### src/rtl/frog_collision.sv
// frog_collision: per-frame frog/car overlap check against a lane memory row.
// Each accepted frame_tick fetches the car row at the frog's row, tests the
// frog's column, and filters overlaps over consecutive frames before raising hit.
// Optional macro HIT_LATCH_EN: when defined, hit is sticky until reset;
// otherwise hit is a one-cycle pulse and the streak restarts after each hit.
module frog_collision #(
  parameter int unsigned ROW_W         = 16,
  parameter int unsigned READ_LAT      = 1,
  parameter int unsigned HIT_FRAMES    = 1,
  parameter logic [15:0] SAFE_ROW_MASK = 16'h8001
) (
  input  logic             clk,
  input  logic             reset,
  input  logic             frame_tick_i,
  input  logic [3:0]       frog_row_i,
  input  logic [3:0]       frog_col_i,
  output logic [3:0]       car_row_addr_o,
  input  logic [ROW_W-1:0] car_pixels_i,
  output logic             busy_o,
  output logic             hit_o,
  output logic             overrun_o
);

  localparam int unsigned CNT_W      = 2;
  localparam int unsigned STREAK_W   = 4;
  localparam int unsigned STREAK_MAX = 15;

  typedef enum logic [1:0] {
    IDLE,
    FETCH,
    COMPARE
  } state_t;

  state_t              state_q, state_d;
  logic [CNT_W-1:0]    cnt_q, cnt_d;
  logic [3:0]          addr_q, addr_d;
  logic [3:0]          col_q, col_d;
  logic [STREAK_W-1:0] streak_q, streak_d;
  logic [STREAK_W-1:0] streak_inc;
  logic                busy_q, busy_d;
  logic                hit_q, hit_d;
  logic                overrun_q, overrun_d;
  logic                overlap;

  // State and output registers; reset aborts any check in flight.
  always_ff @(posedge clk) begin
    if (reset) begin
      state_q   <= IDLE;
      cnt_q     <= '0;
      addr_q    <= '0;
      col_q     <= '0;
      streak_q  <= '0;
      busy_q    <= 1'b0;
      hit_q     <= 1'b0;
      overrun_q <= 1'b0;
    end else begin
      state_q   <= state_d;
      cnt_q     <= cnt_d;
      addr_q    <= addr_d;
      col_q     <= col_d;
      streak_q  <= streak_d;
      busy_q    <= busy_d;
      hit_q     <= hit_d;
      overrun_q <= overrun_d;
    end
  end

  // Saturating streak increment.
  always_comb begin
    streak_inc = streak_q;
    if (streak_q != STREAK_W'(STREAK_MAX)) begin
      streak_inc = streak_q + STREAK_W'(1);
    end
  end

  // Next-state and output logic; the address register doubles as the latched row.
  always_comb begin
    state_d   = state_q;
    cnt_d     = cnt_q;
    addr_d    = addr_q;
    col_d     = col_q;
    streak_d  = streak_q;
`ifdef HIT_LATCH_EN
    hit_d     = hit_q;
`else
    hit_d     = 1'b0;
`endif
    overrun_d = frame_tick_i && (state_q != IDLE);
    overlap   = 1'b0;

    case (state_q)
      IDLE: begin
        if (frame_tick_i) begin
          addr_d  = frog_row_i;
          col_d   = frog_col_i;
          cnt_d   = '0;
          state_d = FETCH;
        end
      end
      FETCH: begin
        if (cnt_q == CNT_W'(READ_LAT - 1)) begin
          state_d = COMPARE;
        end else begin
          cnt_d = cnt_q + CNT_W'(1);
        end
      end
      COMPARE: begin
        overlap = car_pixels_i[col_q] & ~SAFE_ROW_MASK[addr_q];
        if (overlap) begin
          streak_d = streak_inc;
          if (streak_inc == STREAK_W'(HIT_FRAMES)) begin
            hit_d = 1'b1;
`ifndef HIT_LATCH_EN
            streak_d = '0;
`endif
          end
        end else begin
          streak_d = '0;
        end
        state_d = IDLE;
      end
      default: begin
        state_d = IDLE;
      end
    endcase

    busy_d = (state_d != IDLE);
  end

  assign car_row_addr_o = addr_q;
  assign busy_o         = busy_q;
  assign hit_o          = hit_q;
  assign overrun_o      = overrun_q;

endmodule
### config.mk
export PLATFORM = sky130hd
export DESIGN_NAME = frog_collision
export DESIGN_NICKNAME = d
export VERILOG_FILES = /design/src/rtl/frog_collision.sv
export SDC_FILE = /design/constraint.sdc
export NUM_CORES = 1
export LEC_CHECK = 0
export ABC_AREA = 0
export BUFFER_PORTS_ARGS = -buffer_cell sky130_fd_sc_hd__buf_2
export CORE_UTILIZATION = 42
export CTS_CLUSTER_SIZE = 8
export DETAILED_ROUTE_END_ITERATION = 7
export GPL_ROUTABILITY_DRIVEN = 0
export PLACE_DENSITY_LB_ADDON = 0.15
export SETUP_SLACK_MARGIN = 0.5
export SLEW_MARGIN = 10
export SYNTH_ARGS = -nofsm -noshare
export SYNTH_HDL_FRONTEND = slang
export SYNTH_SLANG_ARGS = --single-unit
export TNS_END_PERCENT = 1
### constraint.sdc
create_clock -name clk -period 2.4 [get_ports clk]
set_input_delay 0.48 -clock clk [delete_from_list [all_inputs] [get_ports clk]]
set_output_delay 0.48 -clock clk [all_outputs]
set_load 0.03 [all_outputs]
# Word-level counts from Yosys, hierarchy flattened
# Memories as Yosys holds them, arrays and structs flattened. A register that Yosys moved wholly into a read port is not among the register bits.
# Index checks and enable logic that the tools add are counted.
# word_totals
register_bits,19
mem_bits_ro,16
inputBits,27
output_inout_bits,7
elab_cells,47
memories,1
# classes
add_sub_neg,2
n_lt_le_gt_ge,2
eq_ne,6
muxes,15
n_bitwise,4
reduce_logical,9
# memory_table
memory,words,width,rd,rd_clocked_by_memory_dff,write_ports,line,source
(no name shown),16,1,1,1,0,108,overlap = car_pixels_i[col_q] & ~SAFE_ROW_MASK[addr_q];
# op_table
operator,n
4-bit two-way mux,5
"4-bit by 5-bit < comparator with 1-bit output, second input constant",2
2-bit two-way mux,4
2-bit one-hot mux with 2 select lines,2
2-bit nonzero test,3
"4-bit by 1-bit adder with 4-bit output, second input constant",1
1-bit binary-select mux with 4-bit select,1
"4-bit by 1-bit == test with 1-bit output, second input constant",1
2-bit logical NOT,2
"2-bit inequality test, second input constant",2
"4-bit inequality test, second input constant",1
1-bit two-way mux,3
1-bit NOT,3
3-bit AND reduction,1
3-bit OR reduction,1
"2-bit by 1-bit adder with 2-bit output, second input constant",1
"2-bit by 1-bit == test with 1-bit output, second input constant",1
"2-bit == test, second input constant",1
2-bit AND reduction,1
1-bit bitwise AND,1
1-bit logical AND,1

# Logic depth before layout (Yosys ltp)
# logic_depth
ltp_word,6
ltp_mapped,7
mapped_depth_nobuf,6

# Worst setup path after synthesis
# No wires, ideal clock.
# synth_path
path_type,register -> register
startpoint,register col_q[0]
endpoint,register streak_q[0]
arrival_time_ns,1.627
required_ns,2.283
slack_ns,0.656
path_stages_with_launch,8
n_path_buf,1
period_less_slack_ns,1.744
cell_sequence,dfxtp_1 clkbuf_1 mux2i_1 nor3b_1 o311ai_1 o21ai_1 a21bo_1 a22o_1
# synth_between
elab_chain_cells,4
# synth_lines
item,line,source
start: declaration,37,"logic [3:0] col_q, col_d;"
start signal: assignment,60,col_q <= col_d;
1-bit binary-select mux with 4-bit select,108,
1-bit two-way mux (implied by the code),108,
1-bit bitwise AND,108,
4-bit two-way mux,109,if (overlap) begin
end signal: assignment,61,streak_q <= streak_d;
end: declaration,38,"logic [STREAK_W-1:0] streak_q, streak_d;"
# No other way between the ends. The select of a mux whose other input is x is not followed.
# A chain may end at the register's enable or synchronous reset.

# Worst setup path after layout
# Ends and elaborated chain as after synthesis.

==> summary.md <==
### Logic synthesis
- **sequential-to-total area share from yosys stat** 41.2%
- **Post-Synth Adder-Cell Area** 2.58%
- **Mapped Cells** 104
- **Post-synth EDFFs** 0
- **share of synthesized area spent on multiplexers** 16.9%
- **count leader, synth** sky130_fd_sc_hd__dfxtp_1
- **register bit total from synthesis** 20
- **average cell area after synthesis** 9.34 sq um
- **netlist area before placement** 971 sq um
- **commonest cells in the netlist** sky130_fd_sc_hd__dfxtp_1, sky130_fd_sc_hd__mux2i_1, sky130_fd_sc_hd__nor2_1, sky130_fd_sc_hd__nor3_1
- **Compound-Gate Fraction of Synth Area** 12.9%
- **dominant combinational cell family by area after synthesis** simple AND/OR/NAND/NOR gates
- **leading post-synthesis cells by cell area** sky130_fd_sc_hd__dfxtp_1, sky130_fd_sc_hd__mux2i_1, sky130_fd_sc_hd__nor2_1
- **xor and xnor area share after synthesis** 0.902%
- **post-synthesis share of cell area spent on and, or, nand and nor gates** 21.1%
- **share of synthesized flip-flops with an asynchronous set or reset** 0%
- **dominant cell type by area after synthesis** sky130_fd_sc_hd__dfxtp_1
- **syn nets** 133
- **most frequently used flop master after synthesis** sky130_fd_sc_hd__dfxtp_1
- **unique cell type count in the Yosys netlist** 33
- **Ys Warns** 0
- **post-synth top area share** 41.2%

### Global routing
- **vias in the first global route** 794
- **met1 global-route usage** 17.9%
- **busiest metal layer after global routing** met2
- **largest net degree at the start of global routing** 16
- **GR Layer Usage met3** 6.17%
- **initial antenna violation count** 0
- **global-route track usage on met2** 30.0%
- **total congestion overflow** 0
- **global routing usage summed across all routing layers** 16.9%
- **wire length of the first global-routing pass** 3190 um

### CTS
- **number of buffers added to fix hold violations after cts** 0
- **clock tree from TritonCTS** done
- **maximum number of buffers from clock root to sink** 2
- **clock edge transition at the registers on the reported setup and hold paths** 0.11 ns
- **number of buffers added by the clock tree synthesis step** 3
- **clock insertion delay at the later pin of the skew report** 0.29 ns
- **CTS Root Cell** sky130_fd_sc_hd__clkbuf_4
- **CTS Sinks** 20
- **number of post-CTS setup repair buffers** 0
- **depth of the CTS H-tree** 1

### Routing
- **detail-routed net length per standard cell** 12.0 um
- **# DRC** 0
- **vias post-DR** 893
- **Routed Antenna Nets** 0
- **WL final** 1980 um
- **DR pass1 iterations** 4
- **post-DR vias/cell** 5.41
- **initial DRC count** 25

### Pwr
- **fraction of power consumed by sequential logic** 54.9%
- **fraction of power consumed by combinational cells** 16.7%
- **Sw Share** 25.7%
- **Max rail drop VDD** 0.399 mV
- **internal cell power** 0.497 mW
- **static leakage** 0.520 nW
- **Cell Pwr Density** 561 mW/mm^2
- **Clock power frac** 28.4%
- **switching power** 0.172 mW

### Finish
- **count of filler cells inserted in the layout** 212
- **synthesis-to-finish area growth** 22.8%
- **post-layout net count** 167
- **ratio of cells with drive above 1 in the final layout** 32.8%
- **Post-Route Utilization** 54.4%
- **n_diodes** 0

### Outcome
- **status** finished clean

### Setup path
- **Critical Path Source Type** flop
- **maximum fanout count along the critical path** 8
- **Register-to-Register Path Depth** 6
- **slowest stage delay, CP** 0.43 ns
- **slowest cell on the critical path** sky130_fd_sc_hd__dfxtp_2
- **critical path endpoint category** flop
- **worst endpoint data arrival time** 1.98 ns
- **critical path start-end classification** reg2reg
- **required time of the worst setup path** 2.59 ns
- **cell breakdown of the critical path** mux2i_1, o22ai_1, o311ai_2, o21ai_2, a21bo_1, a22o_1

### Floorplanning
- **horizontal extent of the die** 50.1 um
- **die boundary height** 50.1 um
- **Top-Level Pins** 34
- **number of placement rows** 17
- **core footprint** 0.00219 sq mm
- **die area** 0.00251 sq mm
- **initial cell density of the core** 44.3%

### STA
- **normalized max-slew margin** 77.9%
- **Final min period** 1.79 ns
- **transition at the pin with the smallest max-transition slack** 0.328 ns
- **final setup skew** 0.000861 ns
- **worst hold slack across all endpoints** 0.427 ns
- **max-slew violations** 0
- **number of endpoints failing setup at the final stage** 0
- **final worst path period share** 74.6%
- **sum of negative setup slack** 0 ns
- **setup repair after global routing missed its margin** no
- **hold violation count in the final report** 0
- **maximum clock rate** 0.559 GHz

### Placed design
- **Port Buf Inserts** 33
- **Final HPWL DP** 1550 um

### Worst hold path
- **hold-critical path depth** 3
- **worst hold path type** in2reg

### Run
- **maximum capacitance violations** 0

-- layer usage --
metal	part of all wire, %	vias to the layer above	wire (um)
met1	40	427	798
met3	4.1	4	82
li1	-	444	-
met2	54	18	1070
met4	1.6	0	31
met5	0	-	0
-- path summary, 6_finish.rpt --
kind                               endpoint  slack, ns           from
worst max-delay path            streak_q[0]       0.61       col_q[0]
worst min-delay path               col_q[2]       0.43  frog_col_i[2]
worst max register to register  streak_q[0]       0.61       col_q[0]
worst min register to register     cnt_q[1]       0.51       cnt_q[1]
-- stage by stage --
stage	area [sq um]	total power, mW	worst slack, ns	std cells
finish	1190	0.669	0.610	165
detailed placement	1140	0.485	0.415	161
floorplan	971	0.450	0.656	104
global placement	1140	0.482	0.514	161
CTS	1180	0.677	0.536	165
global route	1190	0.705	0.491	165
-- final cells by class --
class | instances | area [sq um] | area share (%)
clock buffer | 4 | 36.3 | 3.04
timing repair buffer | 33 | 165 | 13.9
inverter | 3 | 11.3 | 0.944
multi-input combinational | 77 | 539 | 45.2
tap | 28 | 35.0 | 2.94
sequential | 20 | 405 | 34.0
-- critical path, delay by kind of cell (launching register included) --
family	cells	cell delay, ns
mux	1	0.25
flops	1	0.43
compound gates	5	1.02
-- registers in the layout (all words and copies together) (netlist names), named ones only --
register	flops
col_q	4
car_row_addr_o	4
cnt_q	2
hit_o	1
busy_o	1
state_q	2
overrun_o	1
streak_q	4
-- what timing repair did --
action,4_1_cts,5_1_grt
setup endpoints to repair,2,3
resized for setup,2,3
pin swaps,0,1
-- cells by family (layout without fill, tap and decap cells) --
logic type | count (synthesis) | count (layout)
and+or+nand+nor | 40 | 40
DFF | 20 | 20
AOI/OAI and AO/OA | 19 | 19
muxes | 15 | 15
buffers and inverters | 7 | 40
adders and majority gates | 2 | 2
xor gates and xnor gates | 1 | 1
-- cell usage in the layout, fill, tap and decap left out, types with 2 or more instances in the layout --
master,n
sky130_fd_sc_hd__nor3_1,6
sky130_fd_sc_hd__nor2_1,11
sky130_fd_sc_hd__nand3_1,3
sky130_fd_sc_hd__inv_1,3
sky130_fd_sc_hd__buf_2,33
sky130_fd_sc_hd__clkbuf_4,3
sky130_fd_sc_hd__a22o_1,2
sky130_fd_sc_hd__o21ai_0,5
sky130_fd_sc_hd__ha_1,2
sky130_fd_sc_hd__dfxtp_1,18
sky130_fd_sc_hd__nor3b_1,2
sky130_fd_sc_hd__nand2_1,5
sky130_fd_sc_hd__nand2b_1,4
sky130_fd_sc_hd__and2_1,3
sky130_fd_sc_hd__a21oi_1,5
sky130_fd_sc_hd__mux2i_1,13
-- power groups by stage --
stage	Clock (mW)	Combinational, mW	Sequential, mW
after floorplan	0	0.0683	0.382
after global placement	0	0.108	0.374
after detailed placement	0	0.111	0.374
after CTS	0.199	0.111	0.368
after global routing	0.211	0.123	0.370
final	0.190	0.112	0.367
Power figures use the tool's default switching activity.
